**src/rtl/mem_access_arbiter.sv**
```systemverilog
// mem_access_arbiter: round-robin sequencer sharing one byte-wide memory port between fetch and load/store
module mem_access_arbiter #(
  parameter int ROM_WAIT = 2,
  parameter int RAM_WAIT = 1
) (
  input  logic        clk,
  input  logic        reset,
  input  logic        req0,
  input  logic        req1,
  input  logic        we0,
  input  logic        we1,
  input  logic [15:0] addr0,
  input  logic [15:0] addr1,
  input  logic [7:0]  wdata0,
  input  logic [7:0]  wdata1,
  output logic        ack0,
  output logic        ack1,
  output logic        err,
  output logic [7:0]  rdata,
  output logic        busy,
  output logic [15:0] mem_addr,
  output logic        mem_read,
  output logic        mem_write,
  output logic [7:0]  mem_wdata,
  output logic        mem_wdata_oe,
  input  logic [7:0]  mem_rdata
);
  localparam logic [1:0] IDLE = 2'd0, SETUP = 2'd1, ACCESS = 2'd2, DONE = 2'd3;
  localparam logic [3:0] ROM_W = 4'(ROM_WAIT), RAM_W = 4'(RAM_WAIT);
  logic [1:0] state;
  logic       last_grant, lat_port, lat_we, err_flag;
  logic [3:0] cnt;
  logic       gnt;
  logic       rom_write;
  assign gnt = (req0 && req1) ? ~last_grant : req1;
  assign rom_write = lat_we && !mem_addr[15];
  // Transaction sequencer: grant and latch in IDLE, then SETUP -> ACCESS (wait states) -> DONE
  always_ff @(posedge clk) begin
    if (reset) begin
      state      <= IDLE;
      last_grant <= 1'b1;
      lat_port   <= 1'b0;
      lat_we     <= 1'b0;
      err_flag   <= 1'b0;
      cnt        <= '0;
      mem_addr   <= '0;
      mem_wdata  <= '0;
      rdata      <= '0;
    end else begin
      case (state)
        IDLE: if (req0 || req1) begin
          state      <= SETUP;
          lat_port   <= gnt;
          last_grant <= gnt;
          lat_we     <= gnt ? we1 : we0;
          mem_addr   <= gnt ? addr1 : addr0;
          mem_wdata  <= gnt ? wdata1 : wdata0;
        end
        SETUP: begin
          cnt      <= mem_addr[15] ? RAM_W : ROM_W;
          err_flag <= rom_write;
          state    <= rom_write ? DONE : ACCESS;
        end
        ACCESS: if (cnt == 4'd0) begin
          if (!lat_we) rdata <= mem_rdata;
          state <= DONE;
        end else begin
          cnt <= cnt - 4'd1;
        end
        default: begin
          err_flag <= 1'b0;
          state    <= IDLE;
        end
      endcase
    end
  end
  assign busy         = state != IDLE;
  assign mem_read     = state == ACCESS && !lat_we;
  assign mem_write    = state == ACCESS && lat_we;
  assign mem_wdata_oe = mem_write;
  assign ack0         = state == DONE && !lat_port;
  assign ack1         = state == DONE && lat_port;
  assign err          = state == DONE && err_flag;
endmodule

```
**config.mk**
```make
export PLATFORM = sky130hd
export DESIGN_NAME = mem_access_arbiter
export DESIGN_NICKNAME = d
export VERILOG_FILES = /design/src/rtl/mem_access_arbiter.sv
export SDC_FILE = /design/constraint.sdc
export NUM_CORES = 1
export LEC_CHECK = 0
export CORE_AREA = 2 2 74 69
export CTS_BUF_LIST = sky130_fd_sc_hd__clkbuf_4
export DETAILED_ROUTE_END_ITERATION = 6
export DIE_AREA = 0 0 76 71
export HOLD_SLACK_MARGIN = 0.03
export PLACE_DENSITY = 0.89
export SKIP_LAST_GASP = 1
export SYNTH_ARGS = -nofsm -noshare
export SYNTH_HDL_FRONTEND = slang
export SYNTH_SLANG_ARGS = --single-unit
```
**constraint.sdc**
```tcl
create_clock -name clk -period 3.35 [get_ports clk]
set_clock_uncertainty 0.15 [all_clocks]
set_input_delay 0.67 -clock clk [delete_from_list [all_inputs] [get_ports clk]]
set_output_delay 0.67 -clock clk [all_outputs]
set_load 0.02 [all_outputs]
```
Word-level counts from Yosys, hierarchy flattened
Cells that the tools add are included.
Storage, ports and cells
  bits in registers: 42
  latch bits: 0
  bits in writable memories: 0
  bits in read-only memories: 0
  input bits: 62
  output and inout port bits: 39
  word-level logic and storage cells: 50
  memories kept: 0
Cells by class
  add/sub/neg operators: 1
  multipliers: 0
  divide/modulo/power cells: 0
  $lt $le $gt $ge: 0
  equal/unequal tests: 6
  shift-type cells: 0
  muxes and demuxes: 12
  bitwise gates (word level): 2
  reduce and logical (&&, ||, !) cells: 20
Operators with widths (number)
  16-bit 2-to-1 mux: 1
  8-bit 2-to-1 mux: 1
  4-bit one-hot mux with 2 select lines: 1
  1-bit logical AND: 7
  2-bit 2-to-1 mux: 3
  2-bit != test (second input constant): 3
  2-bit one-hot mux with 3 select lines: 1
  2-bit AND reduction: 3
  2-bit equality test (second input constant): 2
  4-bit zero test: 1
  4-bit 2-to-1 mux: 1
  2-bit nonzero test: 2
  4-bit by 1-bit subtractor with 4-bit output (second input constant): 1
  1-bit zero test: 3
  1-bit 2-to-1 mux: 3
  3-bit AND reduction: 1
  2-bit by 1-bit equality test with 1-bit output (second input constant): 1
  2-bit zero test: 1
  1-bit NOT: 2
  1-bit one-hot mux with 2 select lines: 1
  2-bit OR reduction: 1
  1-bit logical OR: 1

Depth between registers and ports, before layout
Gate-level depths: netlist (run 1).
  depth in word-level cells: 4
  gate-level depth with buffers: 6
  gate-level depth less buffers: 5

Worst setup path before layout (run 1)
OpenSTA, ideal clock, no wires.
  path type: reg-to-output
  start: register state[0]
  end: output port mem_write
  data arrival time: 1.227 ns
  required time: 2.530 ns
  slack: 1.303 ns
  stages on the path, launching flop included: 6
  path buffers: 2
  path through: dfxtp_1 > inv_1 > ha_1 > buf_2 > and2_1 > buf_4
Between the ends
  cells in the longest elaborated chain, start to end: 2
Ends and longest elaborated chain
  start, declared: RTL line 30  | logic [1:0] state;
  start signal, assigned: RTL line 62  | state <= rom_write ? DONE : ACCESS;
  2-bit equality test: RTL line 79  | assign mem_write = state == ACCESS && lat_we;
  1-bit logical AND: RTL line 79
  end, declared: RTL line 23  | output logic mem_write,
Every way passes these cells.

Worst setup path in the final report (run 1)
  start: register state[0]
  end: output port mem_wdata_oe
Between the ends
  cells in the longest elaborated chain, start to end: 2
Ends and longest elaborated chain
  2-bit equality test: RTL line 79
  1-bit logical AND: RTL line 79
  end, declared: RTL line 25  | output logic mem_wdata_oe,
Every way passes these cells.

==> flow_summary.html, run 1 <==
<table>
<tr><th>Metric</th><th>Value</th></tr>
<tr><th colspan="2">Job</th></tr>
<tr><td>Number of max-cap violations</td><td>0</td></tr>
<tr><th colspan="2">Clock network</th></tr>
<tr><td>Clock tree from TritonCTS</td><td>built</td></tr>
<tr><td>Number of gates given a new drive strength after cts</td><td>0</td></tr>
<tr><td>Setup Buffers After CTS</td><td>0</td></tr>
<tr><td>H-tree lvl count</td><td>2</td></tr>
<tr><td>Count of hold buffers inserted by post-cts repair</td><td>0</td></tr>
<tr><td># clock sinks</td><td>between 40 and 50</td></tr>
<tr><td>Clk root buf</td><td>sky130_fd_sc_hd__clkbuf_4</td></tr>
<tr><td>Clock edge transition at the registers on the reported setup and hold paths</td><td>0.12 ns</td></tr>
<tr><td>Total clock buffers created by CTS</td><td>5</td></tr>
<tr><td>Worst-case clock buffer depth</td><td>2</td></tr>
<tr><td>Clk_lat worst skew</td><td>0.35 ns</td></tr>
<tr><th colspan="2">Timing</th></tr>
<tr><td>Total count of hold-check failures in the final report</td><td>0</td></tr>
<tr><td>Final critical-path share of the clock period</td><td>85.0%</td></tr>
<tr><td>Worst Tran Pin Value</td><td>0.521 ns</td></tr>
<tr><td>Worst slew margin</td><td>65.2%</td></tr>
<tr><td>Post-layout minimum cycle time</td><td>2.85 ns</td></tr>
<tr><td>Fmax</td><td>0.351 GHz</td></tr>
<tr><td>Max-slew violation count</td><td>0</td></tr>
<tr><td>Total Negative Setup Slacks</td><td>0 ns</td></tr>
<tr><td>Post-route worst hold slack</td><td>0.337 ns</td></tr>
<tr><td>Number of setup violations in the final report</td><td>0</td></tr>
<tr><td>Setup repair after global routing missed its margin</td><td>false</td></tr>
<tr><th colspan="2">Drt</th></tr>
<tr><td>Count of vias placed by the detailed router</td><td>1,911</td></tr>
<tr><td>Number of iterations in the first detailed-routing pass</td><td>4</td></tr>
<tr><td>Post-detailed-route DRC marker count</td><td>0</td></tr>
<tr><td>Average detailed-routed wire length per instance</td><td>13.2 um</td></tr>
<tr><td>First DRT Iteration DRCs</td><td>76</td></tr>
<tr><td>Final WL</td><td>4.98 mm</td></tr>
<tr><td>DR vias/cell</td><td>5.06</td></tr>
<tr><td>Detail Route Antenna Nets</td><td>0</td></tr>
<tr><th colspan="2">Pwr</th></tr>
<tr><td>Power Density</td><td>682 nW/um^2</td></tr>
<tr><td>Largest vdd supply drop</td><td>0.401 mV</td></tr>
<tr><td>Pleak</td><td>roughly 0.0012 uW</td></tr>
<tr><td>Total power after layout</td><td>2110 uW</td></tr>
<tr><th colspan="2">Layout</th></tr>
<tr><td>Most common library cell in the layout ignoring fill and taps</td><td>sky130_fd_sc_hd__clkdlybuf4s50_1</td></tr>
<tr><td>Non-Filler Cell Area, Final</td><td>3090 sq um</td></tr>
<tr><td>Number of diodes added for antenna fixing</td><td>0</td></tr>
<tr><td>Top library cells by usage in the layout, fill and taps aside</td><td>sky130_fd_sc_hd__clkdlybuf4s50_1 (100), sky130_fd_sc_hd__dfxtp_1 (42), sky130_fd_sc_hd__nor2_1 (29)</td></tr>
<tr><td>Ratio of cells with drive above 1 in the final layout</td><td>5.43%</td></tr>
<tr><td>Final core utilization</td><td>66.5%</td></tr>
<tr><td>Layout net count</td><td>380</td></tr>
<tr><td>P&amp;R area growth vs syn</td><td>53.1%</td></tr>
<tr><th colspan="2">Placement</th></tr>
<tr><td>Final Wtd Congestion</td><td>approximately 0.73</td></tr>
<tr><td>DP Area</td><td>3030 sq um</td></tr>
<tr><td>Placed wire-length estimate</td><td>3.82 mm</td></tr>
<tr><td>IO buf count</td><td>100</td></tr>
<tr><th colspan="2">Global routing</th></tr>
<tr><td>Initial antenna violation count</td><td>0</td></tr>
<tr><td>Grt total ovfl</td><td>0</td></tr>
<tr><td>Total routing resource utilization after global routing</td><td>19.0%</td></tr>
<tr><td>Global-route wire length before repair</td><td>8.29 mm</td></tr>
<tr><td>Pin count of the biggest net entering global routing</td><td>51</td></tr>
<tr><td>Number of global-route vias before repair</td><td>around 1,900</td></tr>
<tr><th colspan="2">Critical path</th></tr>
<tr><td>Chain of cells forming the critical path</td><td>inv_1 &gt; ha_1 &gt; and2_1 &gt; clkdlybuf4s50_1</td></tr>
<tr><td>Worst path slowest cell</td><td>sky130_fd_sc_hd__clkdlybuf4s50_1</td></tr>
<tr><td>Critical path arrival</td><td>approximately 2.0 ns</td></tr>
<tr><td>Reg2reg start</td><td>state[0]$_SDFFE_PP0P_</td></tr>
<tr><td>Maximum fanout encountered on the critical timing path</td><td>14</td></tr>
<tr><td>Slack of the worst reg-to-reg path</td><td>1.40 ns</td></tr>
<tr><td>Cells on worst reg2reg path</td><td>5</td></tr>
<tr><td>CP startpoint kind</td><td>flop</td></tr>
<tr><td>Crit path capture type</td><td>primary output</td></tr>
<tr><td>Data required time at the worst endpoint</td><td>2.53 ns</td></tr>
<tr><td>Critical path class</td><td>flop to primary output</td></tr>
<tr><td>CP startpoint</td><td>state[0]$_SDFFE_PP0P_</td></tr>
<tr><td>Reg2reg end</td><td>cnt[1]$_SDFFE_PP0P_</td></tr>
<tr><td>Worst stage delay on the critical path</td><td>0.61 ns</td></tr>
<tr><th colspan="2">Yosys</th></tr>
<tr><td>Average size of a mapped cell</td><td>a little over 9 sq um</td></tr>
<tr><td>Post-synthesis net count</td><td>285</td></tr>
<tr><td>Most instantiated flip-flop cell in the synthesis netlist</td><td>sky130_fd_sc_hd__dfxtp_1</td></tr>
<tr><td>Synth async-reset ratio</td><td>0%</td></tr>
<tr><td>Number of enable-type register cells in the synthesized netlist</td><td>0</td></tr>
<tr><td>Cells after Synth</td><td>between 200 and 250</td></tr>
<tr><td>Share of the yosys chip area belonging to registers</td><td>41.6%</td></tr>
<tr><td>Netlist area before placement</td><td>approximately 2000 sq um</td></tr>
<tr><td>Number of synthesized register bits</td><td>42</td></tr>
<tr><td>Distinct cells, synth</td><td>35</td></tr>
<tr><td>Count of warnings emitted by yosys</td><td>0</td></tr>
<tr><th colspan="2">Worst hold path</th></tr>
<tr><td>Worst min-delay path class</td><td>flop to flop</td></tr>
<tr><td>Cell count of the worst hold path</td><td>2</td></tr>
<tr><td>Worst min-delay path startpoint</td><td>rdata[4]$_SDFFE_PP0P_</td></tr>
<tr><td>Hold path endpoint</td><td>rdata[4]$_SDFFE_PP0P_</td></tr>
<tr><th colspan="2">Floorplanning</th></tr>
<tr><td>Initial Util</td><td>between 40% and 50%</td></tr>
<tr><td>Chip Height</td><td>between 70 and 80 um</td></tr>
<tr><td>Die Outline Area</td><td>5400 sq um</td></tr>
<tr><td>Floorplan Core Area</td><td>about 4700 sq um</td></tr>
<tr><td>Number of primary I/O pins</td><td>101</td></tr>
<tr><td>Site row count</td><td>24</td></tr>
<tr><td>Die W</td><td>around 76 um</td></tr>
<tr><th colspan="2">Run status</th></tr>
<tr><td>Outcome</td><td>completed</td></tr>
</table>
sequential cells by signal (all words and copies together), names as in the netlist:
signal      flops
mem_addr       16
mem_wdata       8
rdata           8
cnt             4
state           2
err_flag        1
last_grant      1
lat_port        1
lat_we          1
metrics by stage:
step	setup slack, ns	std cells
finish	0.503	378
floorplan	1.30	217
global route	0.363	378
CTS	0.479	378
global placement	0.913	370
detailed placement	0.848	370
area by class of cell:
cell class	instances	area, sq um
Sequential cell	42	841
Clock inverter	2	13.8
Fill cell	381	1560
Timing Repair Buffer	105	1040
Multi-Input combinational cell	152	1050
Tap cell	65	81.3
Clock buffer	6	45.0
Inverter	6	22.5
worst max-delay path: cells and delay by family (launching register included):
kind / cells / cell delay [ns]
buffers and inverters: 2 / 0.69
adders and majority gates: 1 / 0.42
DFF: 1 / 0.35
and+or+nand+nor: 1 / 0.21
power breakdown:
group	total (uW)	leakage, uW	internal (uW)	switching [uW]
Clock	253	0.0000356	90.7	162
Sequential	771	0.000346	663	108
Combinational	1090	0.000774	513	573
how the worst max path moves through the flow:
stage | end | slack (ns) | cells after the start
after floorplan | mem_write | 1.30 | 5
after global placement | lat_we$_SDFFE_PP0P_ | 0.91 | 5
after detailed placement | mem_wdata[7]$_SDFFE_PP0P_ | 0.85 | 5
after CTS | mem_wdata_oe | 0.48 | 4
after global routing | mem_wdata_oe | 0.36 | 3
final | mem_wdata_oe | 0.50 | 4
Yosys cell counts, types with 2 or more instances:
library cell               number  share of area [%]
sky130_fd_sc_hd__nand2b_1       3               0.93
sky130_fd_sc_hd__o21ai_1       10                2.5
sky130_fd_sc_hd__nor2_1        29                5.4
sky130_fd_sc_hd__ha_1           6                3.7
sky130_fd_sc_hd__inv_1          6                1.1
sky130_fd_sc_hd__nand2_1        2               0.37
sky130_fd_sc_hd__mux2i_1       27                 13
sky130_fd_sc_hd__and2_1         3               0.93
sky130_fd_sc_hd__a21oi_1       13                3.2
sky130_fd_sc_hd__clkbuf_1       8                1.5
sky130_fd_sc_hd__nand3_1        9                2.2
sky130_fd_sc_hd__nor2b_1        3               0.93
sky130_fd_sc_hd__buf_12         2                2.0
sky130_fd_sc_hd__a31oi_1        2               0.62
sky130_fd_sc_hd__o21ai_0        3               0.74
sky130_fd_sc_hd__dfxtp_1       42                 42
sky130_fd_sc_hd__nand3b_1       2               0.74
sky130_fd_sc_hd__a211oi_1      26                9.7
sky130_fd_sc_hd__buf_2          5                1.2
per-layer routing:
layer,up-vias,part of all wire (%),track usage (%)
met2,82,48,34.1
met4,0,1.2,5.45
li1,973,-,-
met3,6,12,10.2
met1,850,38,19.5
met5,-,0,0
cells by family (layout without fill, tap and decap cells):
kind of cell | after synthesis | in the layout | share of synthesized area, %
AOI/OAI and AO/OA | 59 | 59 | 19.2
and+or+nand+nor | 59 | 59 | 14.8
DFF | 42 | 42 | 41.6
muxes | 28 | 28 | 13.9
buffers and inverters | 23 | 119 | 6.75
adders and majority gates | 6 | 6 | 3.72
Note: power is estimated with default switching activity, not from simulation.
==> run 2, diff against run 1 <==
--- a/config.mk
+++ b/config.mk
@@ -5,12 +5,12 @@
 export SDC_FILE = /design/constraint.sdc
 export NUM_CORES = 1
 export LEC_CHECK = 0
-export CORE_AREA = 2 2 74 69
+export CORE_AREA = 2 2 81 76
 export CTS_BUF_LIST = sky130_fd_sc_hd__clkbuf_4
 export DETAILED_ROUTE_END_ITERATION = 6
-export DIE_AREA = 0 0 76 71
+export DIE_AREA = 0 0 83 78
 export HOLD_SLACK_MARGIN = 0.03
-export PLACE_DENSITY = 0.89
+export PLACE_DENSITY = 0.78
 export SKIP_LAST_GASP = 1
 export SYNTH_ARGS = -nofsm -noshare
 export SYNTH_HDL_FRONTEND = slang
==> constraint.sdc (replaced) <==
create_clock -name clk -period 2.5 [get_ports clk]
set_clock_uncertainty 0.15 [all_clocks]
set_input_delay 0.5 -clock clk [delete_from_list [all_inputs] [get_ports clk]]
set_output_delay 0.5 -clock clk [all_outputs]
set_load 0.02 [all_outputs]
==> run 2 against run 1 <==
Register-to-register slack lost 0.89 ns. Die area increased by 20%. Critical path depth decreased by 1. Wire length decreased by 0.22%. Worst setup slack got worse by 0.38 ns.
==> flow_summary.html, run 2 (synthesis results as in run 1) <==
<table>
<tr><th>Metric</th><th>Value</th></tr>
<tr><th colspan="2">Run status</th></tr>
<tr><td>Outcome</td><td>completed</td></tr>
<tr><th colspan="2">Critical path</th></tr>
<tr><td>Worst path slowest cell</td><td>sky130_fd_sc_hd__clkdlybuf4s50_1</td></tr>
<tr><td>Cells on worst reg2reg path</td><td>6</td></tr>
<tr><td>Critical path class</td><td>flop to primary output</td></tr>
<tr><td>Chain of cells forming the critical path</td><td>ha_1 &gt; and2_1 &gt; clkdlybuf4s50_1</td></tr>
<tr><td>Slack of the worst reg-to-reg path</td><td>~0.5 ns</td></tr>
<tr><td>Data required time at the worst endpoint</td><td>1.85 ns</td></tr>
<tr><td>CP startpoint kind</td><td>flop</td></tr>
<tr><td>Largest delay share family, worst path</td><td>buffers and inverters</td></tr>
<tr><td>CP startpoint</td><td>state[1]$_SDFFE_PP0P_</td></tr>
<tr><td>Maximum fanout encountered on the critical timing path</td><td>4</td></tr>
<tr><td>Capture point of the worst path</td><td>err</td></tr>
<tr><td>Critical path arrival</td><td>around 1.7 ns</td></tr>
<tr><td>Reg2reg end</td><td>cnt[1]$_SDFFE_PP0P_</td></tr>
<tr><td>Worst stage delay on the critical path</td><td>approximately 0.61 ns</td></tr>
<tr><td>Reg2reg start</td><td>state[0]$_SDFFE_PP0P_</td></tr>
<tr><td>Crit path capture type</td><td>primary output</td></tr>
<tr><td>Number of stages on the worst setup path</td><td>3</td></tr>
<tr><td>Combined buffer and inverter count along the critical path</td><td>1</td></tr>
<tr><th colspan="2">Pwr</th></tr>
<tr><td>Power Density</td><td>930 nW/um^2</td></tr>
<tr><td>Flop pwr share</td><td>between 30% and 40%</td></tr>
<tr><td>Proportion of power drawn by the clock network</td><td>14.5%</td></tr>
<tr><td>Combinational group share of total power</td><td>around half</td></tr>
<tr><td>Switching pwr</td><td>between 1000 and 1500 uW</td></tr>
<tr><td>Pleak</td><td>0.00126 uW</td></tr>
<tr><td>Largest vdd supply drop</td><td>0.439 mV</td></tr>
<tr><td>Internal Power</td><td>1810 uW</td></tr>
<tr><td>Switching share of power</td><td>38.5%</td></tr>
<tr><th colspan="2">Floorplanning</th></tr>
<tr><td>Chip Height</td><td>78 um</td></tr>
<tr><td>Floorplan Core Area</td><td>5560 sq um</td></tr>
<tr><td>Site row count</td><td>26</td></tr>
<tr><td>Initial Util</td><td>36.3%</td></tr>
<tr><td>Die Outline Area</td><td>6470 sq um</td></tr>
<tr><td>Number of primary I/O pins</td><td>101</td></tr>
<tr><td>Die W</td><td>83 um</td></tr>
<tr><th colspan="2">Drt</th></tr>
<tr><td>DR vias/cell</td><td>just under 5</td></tr>
<tr><td>Detail Route Antenna Nets</td><td>0</td></tr>
<tr><td>Number of iterations in the first detailed-routing pass</td><td>4</td></tr>
<tr><td>Final WL</td><td>4.97 mm</td></tr>
<tr><td>Count of vias placed by the detailed router</td><td>1,907</td></tr>
<tr><td>Average detailed-routed wire length per instance</td><td>~13 um</td></tr>
<tr><td>Post-detailed-route DRC marker count</td><td>0</td></tr>
<tr><td>First DRT Iteration DRCs</td><td>77</td></tr>
<tr><th colspan="2">Layout</th></tr>
<tr><td>Ratio of cells with drive above 1 in the final layout</td><td>5.73%</td></tr>
<tr><td>Number of diodes added for antenna fixing</td><td>0</td></tr>
<tr><td>Layout net count</td><td>381</td></tr>
<tr><td>Registers with the highest flip-flop counts</td><td>mem_addr x16, mem_wdata x8, rdata x8</td></tr>
<tr><td>Non-Filler Cell Area, Final</td><td>between 3000 and 4000 sq um</td></tr>
<tr><td>Most common library cell in the layout ignoring fill and taps</td><td>sky130_fd_sc_hd__clkdlybuf4s50_1</td></tr>
<tr><td>P&amp;R area growth vs syn</td><td>56.5%</td></tr>
<tr><td>Top library cells by usage in the layout, fill and taps aside</td><td>sky130_fd_sc_hd__clkdlybuf4s50_1 (95), sky130_fd_sc_hd__dfxtp_1 (42), sky130_fd_sc_hd__nor2_1 (29)</td></tr>
<tr><td>Number of flip-flops under the largest register name</td><td>16</td></tr>
<tr><td>Register with the most flip-flops</td><td>mem_addr</td></tr>
<tr><td>Non-filler instance count after layout</td><td>384</td></tr>
<tr><th colspan="2">Clock network</th></tr>
<tr><td># clock sinks</td><td>42</td></tr>
<tr><td>Worst-case clock buffer depth</td><td>2</td></tr>
<tr><td>Clock tree from TritonCTS</td><td>built</td></tr>
<tr><td>Clock edge transition at the registers on the reported setup and hold paths</td><td>0.13 ns</td></tr>
<tr><td>H-tree lvl count</td><td>2</td></tr>
<tr><td>Clk root buf</td><td>sky130_fd_sc_hd__clkbuf_4</td></tr>
<tr><td>Clk_lat worst skew</td><td>0.35 ns</td></tr>
<tr><td>Setup Buffers After CTS</td><td>0</td></tr>
<tr><td>Total clock buffers created by CTS</td><td>5</td></tr>
<tr><th colspan="2">Timing</th></tr>
<tr><td>Setup repair after global routing missed its margin</td><td>false</td></tr>
<tr><td>Post-layout minimum cycle time</td><td>2.38 ns</td></tr>
<tr><td>Fmax</td><td>0.421 GHz</td></tr>
<tr><td>Final critical-path share of the clock period</td><td>around 95%</td></tr>
<tr><td>Worst Tran Pin Value</td><td>0.537 ns</td></tr>
<tr><td>Number of setup violations in the final report</td><td>0</td></tr>
<tr><td>Worst slew margin</td><td>64.1%</td></tr>
<tr><td>Max-slew violation count</td><td>0</td></tr>
<tr><td>Worst-case setup margin in the final layout</td><td>0.125 ns</td></tr>
<tr><td>Total Negative Setup Slacks</td><td>0 ns</td></tr>
<tr><td>Total count of hold-check failures in the final report</td><td>0</td></tr>
<tr><td>Post-route worst hold slack</td><td>0.342 ns</td></tr>
<tr><th colspan="2">Global routing</th></tr>
<tr><td>Pin count of the biggest net entering global routing</td><td>51</td></tr>
<tr><td>Grt total ovfl</td><td>0</td></tr>
<tr><td>Number of global-route vias before repair</td><td>1,771</td></tr>
<tr><td>Initial antenna violation count</td><td>0</td></tr>
<tr><td>Total routing resource utilization after global routing</td><td>15.6%</td></tr>
<tr><td>Global-route wire length before repair</td><td>8.27 mm</td></tr>
<tr><th colspan="2">Placement</th></tr>
<tr><td>IO buf count</td><td>100</td></tr>
<tr><td>Placed wire-length estimate</td><td>around 3.7 mm</td></tr>
<tr><td>Post-Place Cells</td><td>around 380</td></tr>
<tr><td>Worst setup timing slack at the placement stage</td><td>around 0.37 ns</td></tr>
<tr><td>DP Area</td><td>approximately 3100 sq um</td></tr>
<tr><td>Final Wtd Congestion</td><td>approximately 0.75</td></tr>
<tr><th colspan="2">Worst hold path</th></tr>
<tr><td>Worst min-delay path class</td><td>flop to flop</td></tr>
<tr><th colspan="2">Job</th></tr>
<tr><td>Number of max-cap violations</td><td>0</td></tr>
</table>
## run 2: cell count changes in the layout (fill, tap and decap cells not counted), sizes merged
cell           change
clkdlybuf4s50      -5
dlymetal6s2s       +5
buf                +1
bufinv             +1
clkbuf             -1
## run 2: tightest hold or removal path, cell delays in order, from the launching register on
cell	delay, ns
sky130_fd_sc_hd__dfxtp_1	0.33
sky130_fd_sc_hd__o21ai_1	0.07
sky130_fd_sc_hd__a21oi_1	0.06
## run 2: what timing repair did
item	4_1_cts	5_1_grt
hold buffers	0	0
endpoints found under the hold margin	0	0
setup endpoints to repair	0	5
resized for setup	0	5
## run 2: worst min path at each step
stage                             startpoint                       end  slack [ns]  cells past startpoint
floorplan              lat_port$_SDFFE_PP0P_     lat_port$_SDFFE_PP0P_        0.31                      2
global placement       rdata[4]$_SDFFE_PP0P_     rdata[4]$_SDFFE_PP0P_        0.31                      2
detailed placement     rdata[7]$_SDFFE_PP0P_     rdata[7]$_SDFFE_PP0P_        0.32                      2
CTS                    rdata[7]$_SDFFE_PP0P_     rdata[7]$_SDFFE_PP0P_        0.34                      2
global route        mem_addr[1]$_SDFFE_PP0P_  mem_addr[1]$_SDFFE_PP0P_        0.37                      2
finish                 rdata[1]$_SDFFE_PP0P_     rdata[1]$_SDFFE_PP0P_        0.34                      2
## run 2: final cells by class
cell class              count  area [sq um]
inverters                   6          22.5
repair buffers            106          1080
flip-flops and latches     42           841
multi-input cells         152          1050
fillers                   515          2400
clock buffers               5          37.5
clock inverters             3          40.0
well taps                  70          87.6
## run 2: power groups by stage
stage	clock, uW	sequential [uW]	combinational (uW)
after floorplan	0	1230	683
after global placement	0	1030	1480
after detailed placement	0	1040	1510
after CTS	442	1020	1510
after global routing	467	1050	1630
final	426	1020	1490
## run 2: layer usage
layer	up-vias	wire length [um]	global-route usage (%)
met3	8	345	5.21
li1	974	-	-
met5	-	0	0
met1	862	2210	18.4
met2	63	2340	26.4
met4	0	70	5.74
## run 2: metrics by stage
step                util, %  power (uW)
global placement       55.2        2510
global route           56.9        3140
CTS                    56.6        2980
finish                 56.9        2940
detailed placement     55.2        2540
floorplan                 -        1910
==> run 3, diff against run 2 <==
==> constraint.sdc (replaced) <==
create_clock -name clk -period 2.5 [get_ports clk]
set_clock_uncertainty 0.15 [all_clocks]
set_input_delay 0.5 -clock clk [delete_from_list [all_inputs] [get_ports clk]]
set_output_delay 0.5 -clock clk [all_outputs]
set_load 0.05 [all_outputs]
==> run 3 against run 2 <==
Wire length is 2.8% lower. Worst hold slack worse by 0.0022 ns. Global-route usage is 0.13 points higher. Largest cell class unchanged. Largest power group unchanged.
==> flow_summary.html, run 3 (synthesis results as in run 1) <==
<table>
<tr><th>Metric</th><th>Value</th></tr>
<tr><th colspan="2">Timing</th></tr>
<tr><td>Post-route worst hold slack</td><td>0.340 ns</td></tr>
<tr><td>Final critical-path share of the clock period</td><td>90.6%</td></tr>
<tr><td>Post-layout minimum cycle time</td><td>2.26 ns</td></tr>
<tr><td>Number of setup violations in the final report</td><td>0</td></tr>
<tr><td>Worst Tran Pin Value</td><td>0.575 ns</td></tr>
<tr><td>Fmax</td><td>0.442 GHz</td></tr>
<tr><td>Total count of hold-check failures in the final report</td><td>0</td></tr>
<tr><td>Total Negative Setup Slacks</td><td>0 ns</td></tr>
<tr><td>Max-slew violation count</td><td>0</td></tr>
<tr><td>Worst-case setup margin in the final layout</td><td>about 0.24 ns</td></tr>
<tr><td>Setup repair after global routing missed its margin</td><td>false</td></tr>
<tr><td>Worst slew margin</td><td>61.5%</td></tr>
<tr><th colspan="2">Global routing</th></tr>
<tr><td>Number of global-route vias before repair</td><td>~1,800</td></tr>
<tr><td>Initial antenna violation count</td><td>0</td></tr>
<tr><td>Total routing resource utilization after global routing</td><td>15.7%</td></tr>
<tr><td>Pin count of the biggest net entering global routing</td><td>51</td></tr>
<tr><td>Grt total ovfl</td><td>0</td></tr>
<tr><td>Global-route wire length before repair</td><td>8.47 mm</td></tr>
<tr><th colspan="2">Floorplanning</th></tr>
<tr><td>Number of primary I/O pins</td><td>101</td></tr>
<tr><td>Chip Height</td><td>78 um</td></tr>
<tr><td>Initial Util</td><td>about 36%</td></tr>
<tr><td>Die W</td><td>roughly 83 um</td></tr>
<tr><td>Floorplan Core Area</td><td>5560 sq um</td></tr>
<tr><td>Site row count</td><td>26</td></tr>
<tr><td>Die Outline Area</td><td>6470 sq um</td></tr>
<tr><th colspan="2">Drt</th></tr>
<tr><td>First DRT Iteration DRCs</td><td>96</td></tr>
<tr><td>Total met2 wirelength after detailed routing</td><td>roughly 2.2 mm</td></tr>
<tr><td>Count of vias placed by the detailed router</td><td>between 1,500 and 2,000</td></tr>
<tr><td>Average detailed-routed wire length per instance</td><td>12.6 um</td></tr>
<tr><td>Post-detailed-route DRC marker count</td><td>0</td></tr>
<tr><td>Length of routed wiring on met1</td><td>2.22 mm</td></tr>
<tr><td>Top routing layer in use</td><td>met4</td></tr>
<tr><td>Final WL</td><td>~4.8 mm</td></tr>
<tr><td>Met3 WL</td><td>about 310 um</td></tr>
<tr><td>Detail Route Antenna Nets</td><td>0</td></tr>
<tr><td>DR vias/cell</td><td>around 5</td></tr>
<tr><td>Number of iterations in the first detailed-routing pass</td><td>4</td></tr>
<tr><th colspan="2">Pwr</th></tr>
<tr><td>Power Density</td><td>1040 nW/um^2</td></tr>
<tr><td>Switching pwr</td><td>1550 uW</td></tr>
<tr><td>Switching share of power</td><td>roughly 48%</td></tr>
<tr><td>Proportion of power drawn by the clock network</td><td>10.0%</td></tr>
<tr><td>Internal Power</td><td>1710 uW</td></tr>
<tr><td>Flop pwr share</td><td>between 30% and 40%</td></tr>
<tr><td>Pleak</td><td>0.00118 uW</td></tr>
<tr><td>Largest vdd supply drop</td><td>0.473 mV</td></tr>
<tr><td>Combinational group share of total power</td><td>between 50% and 60%</td></tr>
<tr><th colspan="2">Run status</th></tr>
<tr><td>Outcome</td><td>completed</td></tr>
<tr><th colspan="2">Layout</th></tr>
<tr><td>Layout net count</td><td>379</td></tr>
<tr><td>Registers with the highest flip-flop counts</td><td>mem_addr x16, mem_wdata x8, rdata x8</td></tr>
<tr><td>Number of filler cells placed in the layout</td><td>slightly above 500</td></tr>
<tr><td>Top library cells by usage in the layout, fill and taps aside</td><td>sky130_fd_sc_hd__clkdlybuf4s50_1 (93), sky130_fd_sc_hd__dfxtp_1 (42), sky130_fd_sc_hd__nor2_1 (29)</td></tr>
<tr><td>Most common library cell in the layout ignoring fill and taps</td><td>sky130_fd_sc_hd__clkdlybuf4s50_1</td></tr>
<tr><td>Final core utilization</td><td>around 56%</td></tr>
<tr><td>Number of flip-flops under the largest register name</td><td>16</td></tr>
<tr><td>Ratio of cells with drive above 1 in the final layout</td><td>6.73%</td></tr>
<tr><td>P&amp;R area growth vs syn</td><td>54.6%</td></tr>
<tr><td>Register with the most flip-flops</td><td>mem_addr</td></tr>
<tr><td>Non-filler instance count after layout</td><td>382</td></tr>
<tr><td>Number of diodes added for antenna fixing</td><td>0</td></tr>
<tr><th colspan="2">Critical path</th></tr>
<tr><td>Crit path capture type</td><td>primary output</td></tr>
<tr><td>Worst stage delay on the critical path</td><td>approximately 0.84 ns</td></tr>
<tr><td>Largest delay share family, worst path</td><td>buffers and inverters</td></tr>
<tr><td>Critical path arrival</td><td>1.61 ns</td></tr>
<tr><td>Data required time at the worst endpoint</td><td>1.85 ns</td></tr>
<tr><td>Critical path class</td><td>flop to primary output</td></tr>
<tr><td>Maximum fanout encountered on the critical timing path</td><td>5</td></tr>
<tr><td>Worst path slowest cell</td><td>sky130_fd_sc_hd__clkdlybuf4s50_1</td></tr>
<tr><td>Combined buffer and inverter count along the critical path</td><td>1</td></tr>
<tr><td>CP startpoint kind</td><td>flop</td></tr>
<tr><td>Chain of cells forming the critical path</td><td>clkdlybuf4s50_1</td></tr>
<tr><th colspan="2">Placement</th></tr>
<tr><td>IO buf count</td><td>100</td></tr>
<tr><td>Placed wire-length estimate</td><td>around 3.6 mm</td></tr>
<tr><td>Post-Place Cells</td><td>around 370</td></tr>
<tr><td>Worst setup timing slack at the placement stage</td><td>0.335 ns</td></tr>
<tr><td>Final Wtd Congestion</td><td>0.742</td></tr>
<tr><th colspan="2">Clock network</th></tr>
<tr><td>Setup Buffers After CTS</td><td>0</td></tr>
<tr><td>Clock tree from TritonCTS</td><td>built</td></tr>
<tr><td>Count of hold buffers inserted by post-cts repair</td><td>0</td></tr>
<tr><td>Clk_lat worst skew</td><td>0.34 ns</td></tr>
<tr><td>Total clock buffers created by CTS</td><td>5</td></tr>
<tr><td>Worst-case clock buffer depth</td><td>2</td></tr>
<tr><td>H-tree lvl count</td><td>2</td></tr>
<tr><td># clock sinks</td><td>42</td></tr>
<tr><td>Clk root buf</td><td>sky130_fd_sc_hd__clkbuf_4</td></tr>
<tr><td>Clock edge transition at the registers on the reported setup and hold paths</td><td>around 0.12 ns</td></tr>
<tr><th colspan="2">Job</th></tr>
<tr><td>Number of max-cap violations</td><td>0</td></tr>
<tr><th colspan="2">Worst hold path</th></tr>
<tr><td>Worst min-delay path class</td><td>flop to flop</td></tr>
</table>
run 3: cell types whose count changed in the layout (fill, tap and decap cells not counted), moves of 2 or more:
cell | previous run | this run
sky130_fd_sc_hd__dlymetal6s2s_1 | 5 | 0
sky130_fd_sc_hd__dlygate4sd2_1 | 0 | 2
sky130_fd_sc_hd__buf_12 | 2 | 4
sky130_fd_sc_hd__clkdlybuf4s50_1 | 95 | 93
run 3: worst paths after layout:
kind	to	cells past startpoint	from	slack, ns
worst max-delay path	mem_addr[15]	1	mem_addr[15]$_SDFFE_PP0P_	0.24
worst min-delay path	rdata[4]$_SDFFE_PP0P_	2	rdata[4]$_SDFFE_PP0P_	0.34
worst max register to register	cnt[1]$_SDFFE_PP0P_	5	state[0]$_SDFFE_PP0P_	0.63
worst min register to register	rdata[4]$_SDFFE_PP0P_	2	rdata[4]$_SDFFE_PP0P_	0.34
run 3: cell type report:
cell class	instances	area (sq um)	area share (%)
timing repair buffer	104	1070	34.1
multi-input combinational	152	1050	33.7
sequential	42	841	26.9
tap	70	87.6	2.80
clock buffer	6	45.0	1.44
inverter	6	22.5	0.721
clock inverter	2	8.76	0.280
run 3: timing repair:
item                                    4_1_cts  5_1_grt
endpoints found under the setup margin        2        2
pin swaps                                     0        0
resized for setup                             2        1
run 3: per-layer routing:
layer / up-vias / global-route usage, %
met4: 0 / 4.92
li1: 971 / -
met2: 60 / 27.0
met5: - / 0
met3: 8 / 5.21
met1: 842 / 18.6
run 3: power groups by stage:
stage	Combinational, uW	Sequential, uW	Clock (uW)
2_1_floorplan	729	1610	0
3_3_place_gp	1890	1040	0
4_1_cts	1910	1040	344
3_5_place_dp	1900	1060	0
6_report	1890	1040	326
5_1_grt	2030	1070	375
run 3: per-stage QoR:
stage | total power (uW) | area [sq um]
floorplan | 2340 | 2020
detailed placement | 2960 | 3070
global route | 3480 | 3120
global placement | 2930 | 3070
CTS | 3290 | 3120
finish | 3260 | 3120
